$ cat config.mk
export PLATFORM = sky130hd
export DESIGN_NAME = multi_rate_tick_gen
export DESIGN_NICKNAME = d
export VERILOG_FILES = /design/src/rtl/multi_rate_tick_gen.sv
export SDC_FILE = /design/constraint.sdc
export NUM_CORES = 1
export LEC_CHECK = 0
export BUFFER_PORTS_ARGS = -buffer_cell sky130_fd_sc_hd__buf_2
export CORE_UTILIZATION = 54
export CTS_BUF_LIST = sky130_fd_sc_hd__clkbuf_4 sky130_fd_sc_hd__clkbuf_8
export DETAILED_ROUTE_END_ITERATION = 10
export GPL_ROUTABILITY_DRIVEN = 0
export GPL_TIMING_DRIVEN = 0
export PLACE_DENSITY = 0.82
export SLEW_MARGIN = 20
export SYNTH_ARGS = -nofsm -noshare
export SYNTH_HDL_FRONTEND = slang
export SYNTH_SLANG_ARGS = --single-unit
$ cat constraint.sdc
create_clock -name clk_100MHz -period 5.6 [get_ports clk_100MHz]
set_input_delay 0.28 -clock clk_100MHz [delete_from_list [all_inputs] [get_ports clk_100MHz]]
set_output_delay 0.28 -clock clk_100MHz [all_outputs]
set_load 0.02 [all_outputs]
$ cat src/rtl/multi_rate_tick_gen.sv
// Purpose : NUM_CH independent square-wave / tick generators sharing one clock, with
//           runtime-reloadable half-periods applied glitch-free at terminal count.
// Latency : outputs registered; sq_out/tick change on the edge where the counter hits half[i].
// Backpressure: one config request in flight; cfg_ready drops while an update is pending.
//
// Ports
//   clk_100MHz      : the only clock
//   reset           : asynchronous, active-low
//   enable          : per-channel run enable (low clears counter and outputs)
//   sync_clear      : synchronous realign of every channel
//   cfg_valid/ready : config handshake; cfg_ch selects channel, cfg_half_period is the new H
//   sq_out          : 50% duty square wave, period 2*(half+1)
//   tick            : one-cycle pulse coincident with each rising edge of sq_out
module multi_rate_tick_gen #(
    parameter int NUM_CH       = 4,
    parameter int CNT_W        = 27,
    parameter int DEFAULT_HALF = 24_999_999,
    parameter int CH_W         = 2
) (
    input  logic              clk_100MHz,
    input  logic              reset,
    input  logic [NUM_CH-1:0] enable,
    input  logic              sync_clear,
    input  logic              cfg_valid,
    output logic              cfg_ready,
    input  logic [CH_W-1:0]   cfg_ch,
    input  logic [CNT_W-1:0]  cfg_half_period,
    output logic [NUM_CH-1:0] sq_out,
    output logic [NUM_CH-1:0] tick
);

    localparam logic [CNT_W-1:0] DEF_HALF = CNT_W'(DEFAULT_HALF);
    // One extra bit so NUM_CH == 2**CH_W still compares correctly.
    localparam logic [CH_W:0]    NCH      = (CH_W+1)'(NUM_CH);

    typedef enum logic {
        ST_IDLE,
        ST_PEND
    } cfg_state_e;

    cfg_state_e state_q;
    logic             cfg_ready_q;
    logic [CH_W-1:0]  pend_ch_q;
    logic [CNT_W-1:0] pend_half_q;

    logic [NUM_CH-1:0][CNT_W-1:0] cnt_q,  cnt_d;
    logic [NUM_CH-1:0][CNT_W-1:0] half_q, half_d;
    logic [NUM_CH-1:0]            sq_q,   sq_d;
    logic [NUM_CH-1:0]            tick_q, tick_d;

    logic [NUM_CH-1:0] term_w;
    logic [NUM_CH-1:0] apply_w;
    logic              apply_any;
    logic              cfg_in_range;

    assign cfg_in_range = ({1'b0, cfg_ch} < NCH);
    assign apply_any    = |apply_w;

    // Terminal count compares against the current (old) half, so the toggle in
    // the cycle an update lands still completes the old half-period.
    always_comb begin
        term_w = '0;
        for (int i = 0; i < NUM_CH; i++) begin
            term_w[i] = enable[i] && (cnt_q[i] == half_q[i]);
        end
    end

    // A pending update lands when its channel reaches terminal count, is idle
    // (disabled), or is being realigned -- all points where cnt restarts at 0.
    always_comb begin
        apply_w = '0;
        for (int i = 0; i < NUM_CH; i++) begin
            if ((state_q == ST_PEND) && (pend_ch_q == CH_W'(i)) &&
                (sync_clear || !enable[i] || term_w[i])) begin
                apply_w[i] = 1'b1;
            end
        end
    end

    always_comb begin
        cnt_d  = cnt_q;
        half_d = half_q;
        sq_d   = sq_q;
        tick_d = '0;
        for (int i = 0; i < NUM_CH; i++) begin
            if (apply_w[i]) begin
                half_d[i] = pend_half_q;
            end
            if (sync_clear || !enable[i]) begin
                cnt_d[i] = '0;
                sq_d[i]  = 1'b0;
            end else if (term_w[i]) begin
                cnt_d[i]  = '0;
                sq_d[i]   = ~sq_q[i];
                tick_d[i] = ~sq_q[i];
            end else begin
                cnt_d[i] = cnt_q[i] + CNT_W'(1);
            end
        end
    end

    always_ff @(posedge clk_100MHz or negedge reset) begin
        if (!reset) begin
            cnt_q  <= '0;
            half_q <= {NUM_CH{DEF_HALF}};
            sq_q   <= '0;
            tick_q <= '0;
        end else begin
            cnt_q  <= cnt_d;
            half_q <= half_d;
            sq_q   <= sq_d;
            tick_q <= tick_d;
        end
    end

    // Config handshake. Out-of-range channels are accepted and dropped without
    // leaving IDLE, so the requester is never stalled by a bad index.
    always_ff @(posedge clk_100MHz or negedge reset) begin
        if (!reset) begin
            state_q     <= ST_IDLE;
            cfg_ready_q <= 1'b1;
            pend_ch_q   <= '0;
            pend_half_q <= '0;
        end else begin
            case (state_q)
                ST_IDLE: begin
                    if (cfg_valid && cfg_in_range) begin
                        pend_ch_q   <= cfg_ch;
                        pend_half_q <= cfg_half_period;
                        state_q     <= ST_PEND;
                        cfg_ready_q <= 1'b0;
                    end
                end
                ST_PEND: begin
                    if (apply_any) begin
                        state_q     <= ST_IDLE;
                        cfg_ready_q <= 1'b1;
                    end
                end
                default: begin
                    state_q     <= ST_IDLE;
                    cfg_ready_q <= 1'b1;
                end
            endcase
        end
    end

    assign sq_out    = sq_q;
    assign tick      = tick_q;
    assign cfg_ready = cfg_ready_q;

endmodule

======== Yosys cells after proc, flatten, opt, wreduce, memory -nomap -nowiden ========
Index checks and enable logic that the tools add are counted.
W data, S select, Z words.
storage, ports and cells
  register bits ........................... 255
  logic and storage cells ................. 101
  bits of input ports ..................... 37
  output and inout bits ................... 9
cells by class
  reductions and logical operators ........ 32
  add/sub/neg operators ................... 4
  bitwise gates (word level) .............. 5
  mux-type cells .......................... 34
  equality and inequality tests ........... 9
operator list
  operator                 number
  $mux W27                 8
  $add A27 B1 Y27 const B  4
  $eq A27 B27 Y1           4
  $mux W1                  24
  $logic_and A1 B1 Y1      12
  $logic_or A1 B1 Y1       8
  $reduce_bool A2 Y1       4
  $not A1 Y1               5
  $eq A2 B2 Y1 const B     2
  $logic_not A1 Y1         4
  $pmux W1 S2              2
  $reduce_and A2 Y1        2
  $reduce_or A4 Y1         1
  $eq A2 B1 Y1 const B     1
  $logic_not A2 Y1         1
  $ne A2 B1 Y1 const B     1
  $ne A2 B2 Y1 const B     1

======== Depth between registers and ports, before layout ========
  depth in word-level cells ............... 8
  depth in mapped cells ................... 9
  gate-level depth less buffers ........... 7

======== Least setup slack after synthesis ========
Ideal clock, no wire load.
  path kind ............................... flip-flop to flip-flop
  from .................................... register cnt_q[38] (netlist bit)
  to ...................................... register half_q[44] (netlist bit)
  setup time .............................. 127 ps
  setup slack ............................. 3,347 ps
  period minus slack after synthesis ...... 2,253 ps
  data required time ...................... 5,473 ps
  arrival time ............................ 2,125 ps
  path buffers ............................ 2
  cell stages (with the launch flop) ...... 9
  path through ............................ dfrtp_1 xor2_1 nor4_1 nand4_1 o21bai_4 and4b_1 buf_4 buf_6 mux2_1
on the way
  cells in the longest elaborated chain, start to end .. 5
ends and longest elaborated chain
  item                    line  source
  start, declared         46    logic [NUM_CH-1:0][CNT_W-1:0] cnt_q, cnt_d;
  start signal, assigned  109   cnt_q <= cnt_d;
  $eq A27 B27 Y1          64    term_w[i] = enable[i] && (cnt_q[i] == half_q[i]);
  $logic_and A1 B1 Y1     64
  $logic_or A1 B1 Y1      74    (sync_clear || !enable[i] || term_w[i])) begin
  $logic_and A1 B1 Y1     73    if ((state_q == ST_PEND) && (pend_ch_q == CH_W'(i)) &&
  $mux W1                 73
  end signal, assigned    105   half_q <= {NUM_CH{DEF_HALF}};
  end signal, assigned    110   half_q <= half_d;
  end, declared           47    logic [NUM_CH-1:0][CNT_W-1:0] half_q, half_d;
Every way passes these cells.
A chain may end at the register's enable or synchronous reset.

======== Worst setup path after layout ========
  from .................................... register cnt_q[38] (netlist bit)
  to ...................................... register half_q[52] (netlist bit)
Same word-level chain as after synthesis.

==> impl_metrics.yaml <==
global_route:
  grt_pass1_wl_um: 43800
  grtUsageMet3_pct: 4.82
  grt_overflow: 0
  grt_max_degree: 88
  met1_usage_pct: 36.2
  antenna_found_initial: 1
  use_met2_pct: 39.7
  first_global_vias: 8210
  track_usage_pct: 25.6
  gr-max-usage-layer: "met2"
timing:
  timing.final.ws_setup_ps: 2660
  relSlewSlack_pct: 46.5
  finalCriticalPeriod_ps: 2940
  final_max_slew_viol_count: 0
  hold_viol_final: 0
  clock_skew_ps: 17.6
  setup_viol: 0
  timing.final.crit_share_pct: 52.6
  rsz0062_at_grt: "false"
  fmax_mhz: 340
  tightestPinTransition_ps: 795
setup_path:
  crit_path_end_kind: "flop"
  startpoint_type: "flop"
  critPathKind: "reg2reg"
  path_max_fanout: 10
  critPathRequiredTime_ps: 6010
  crit_arrival_ps: 3350
placed_design:
  port_buffers: 45
  place_inst: 1317
  placed_area_um2: 12500
  hpwl_um: 18100
  post-place-ws_ps: 2760
finish:
  most-common-layout-cells: "dfrtp_1 (186), xor2_1 (149), nor2_1 (124)"
  drive_above_1_share_pct: 28.8
  fin_cells: 1418
  synthToLayoutAreaGrowth_pct: 15.7
  multi_input_area_um2: 5160
  diodes: 0
  nets: 1152
  stdcell_area_um2: 13700
  regArea_um2: 6470
  fillers: 1581
  layout_commonest_cell: "dfrtp_1"
routing:
  first_pass_iters: 5
  wl_per_cell_um: 19.2
  viasPerCell: 5.57
  route.antenna.remaining_nets: 0
  wl_um: 27300
  drt-initial-drc-count: 493
  vias: 7902
  drc: 0
job:
  cap_violations: 0
die:
  initial_core_util_pct: 55.7
  pin_count: 46
  rows: 53
  die_area_um2: 22500
  core-area_um2: 21200
  dieHeight_um: 150
  die_w_um: 150
clock_tree:
  clk_latency_ps: 530
  clock_path_buffers: 3
  cts_tree: "done"
  numCtsBuffers: 41
  cts_max_level: 2
  post_cts_resized: 0
  postCtsHoldBufs: 26
  post_cts_buffers: 0
  path_clk_slew_ps: 60
  clockRootBuffer: "clkbuf_8"
  clkSinkCount: 255
yosys:
  yosysUniqueCellTypes: 37
  synthCells: 995
  syn_area_um2: 11800
  synthesis.nets: 1036
  synth-seq-cells: 255
  synth_warnings: 0
  seq_area_frac_synth_pct: 54.7
  avgSynthCellArea_um2: 11.9
pwr:
  p_total_uw: 6310
  p_leak_uw: 0.00596
  cellPowerDensity_nw_per_um2: 462
  irDropWorstVdd_uv: 322
worst_hold_path:
  hold_path.class: "in2reg"
outcome:
  status: "complete, no violations"
Yosys cell counts, drive strengths merged:
cell	count	share of area, %
nor3	19	0.80
nand2b	6	0.32
nand4	18	0.95
dfrtp	186	39
xor2	149	11
ha	4	0.42
a21oi	13	0.55
and4	12	0.89
nand4b	2	0.15
or3	16	0.85
nor4b	1	0.074
or2	2	0.11
clkbuf	11	0.35
xnor2	50	3.7
buf	16	0.84
dfstp	69	15
nand3	36	1.5
nand3b	2	0.13
and4bb	1	0.11
and2	2	0.11
o22ai	1	0.11
nor4	27	1.4
and4b	1	0.085
inv	14	0.44
mux2	137	13
or4b	1	0.085
and3	14	0.74
nand2	39	1.2
nor2	124	3.9
nor2b	8	0.42
o21bai	2	0.32
o21ai	12	0.54
where the power goes:
part	leakage, uW	internal [uW]	switching [uW]
Clock	0.000511	1090	736
Combinational	0.00228	766	552
Sequential	0.00317	2550	615
registers in the layout (all words and copies together), names as in the netlist:
signal       cells
half_q         108
cnt_q          108
state_q          1
sq_out           4
cfg_ready        1
tick             4
pend_half_q     27
pend_ch_q        2
worst paths after layout:
path / depth (start not counted) / slack, ps / end / start
max: 8 / 2660 / half_q[52] / cnt_q[38]
min: 2 / 20 / pend_half_q[5] / cfg_half_period[5]
min reg2reg: 1 / 480 / tick[2] / sq_out[2]
max in group asynchronous: 4 / 3940 / half_q[67] / reset
min in group asynchronous: 2 / 350 / cnt_q[4] / reset
max reg2reg: 8 / 2660 / half_q[52] / cnt_q[38]
kinds of logic (layout without fill, tap and decap cells):
group | count (synthesis) | after routing | share of synthesized area (%)
and+or+nand+nor | 331 | 331 | 13.9
adders and majority gates | 4 | 4 | 0.423
buffers and inverters | 41 | 189 | 1.63
DFF | 255 | 255 | 54.7
AOI/OAI and AO/OA | 28 | 28 | 1.51
muxes | 137 | 137 | 13.0
xor gates and xnor gates | 199 | 199 | 14.7
layer usage:
| layer | vias to the layer above | wire length [um] |
|---|---|---|
| met3 | 59 | 1560 |
| li1 | 3631 | - |
| met5 | - | 8 |
| met1 | 3996 | 12400 |
| met2 | 214 | 12500 |
| met4 | 2 | 813 |
per-stage QoR:
| step | TNS [ps] | util [%] | hold slack [ps] |
|---|---|---|---|
| 2_1_floorplan | 0 | - | -15.6 |
| 5_1_grt | 0 | 64.5 | 7.81 |
| 4_1_cts | 0 | 64.5 | 3.01 |
| 3_3_place_gp | -36100 | 58.4 | 460 |
| 3_5_place_dp | 0 | 58.7 | 335 |
| 6_report | 0 | 64.5 | 24.4 |
layout make-up:
class                      instances  share of cell area, %
tap                              275                   2.52
inverter                          14                  0.384
timing repair buffer              73                   4.03
multi-input combinational        699                   37.7
clock inverter                     8                  0.869
sequential                       255                   47.3
clock buffer                      67                   6.15
buffer                            27                   1.02
critical path: stages, from the launching register on:
cell      delay, ps
dfrtp_1         460
xor2_1          200
nor4_1          430
nand4_1         320
o21bai_4        410
and4b_1         280
buf_4           200
buf_6           180
mux2_1          340
Power figures use the tool's default switching activity.
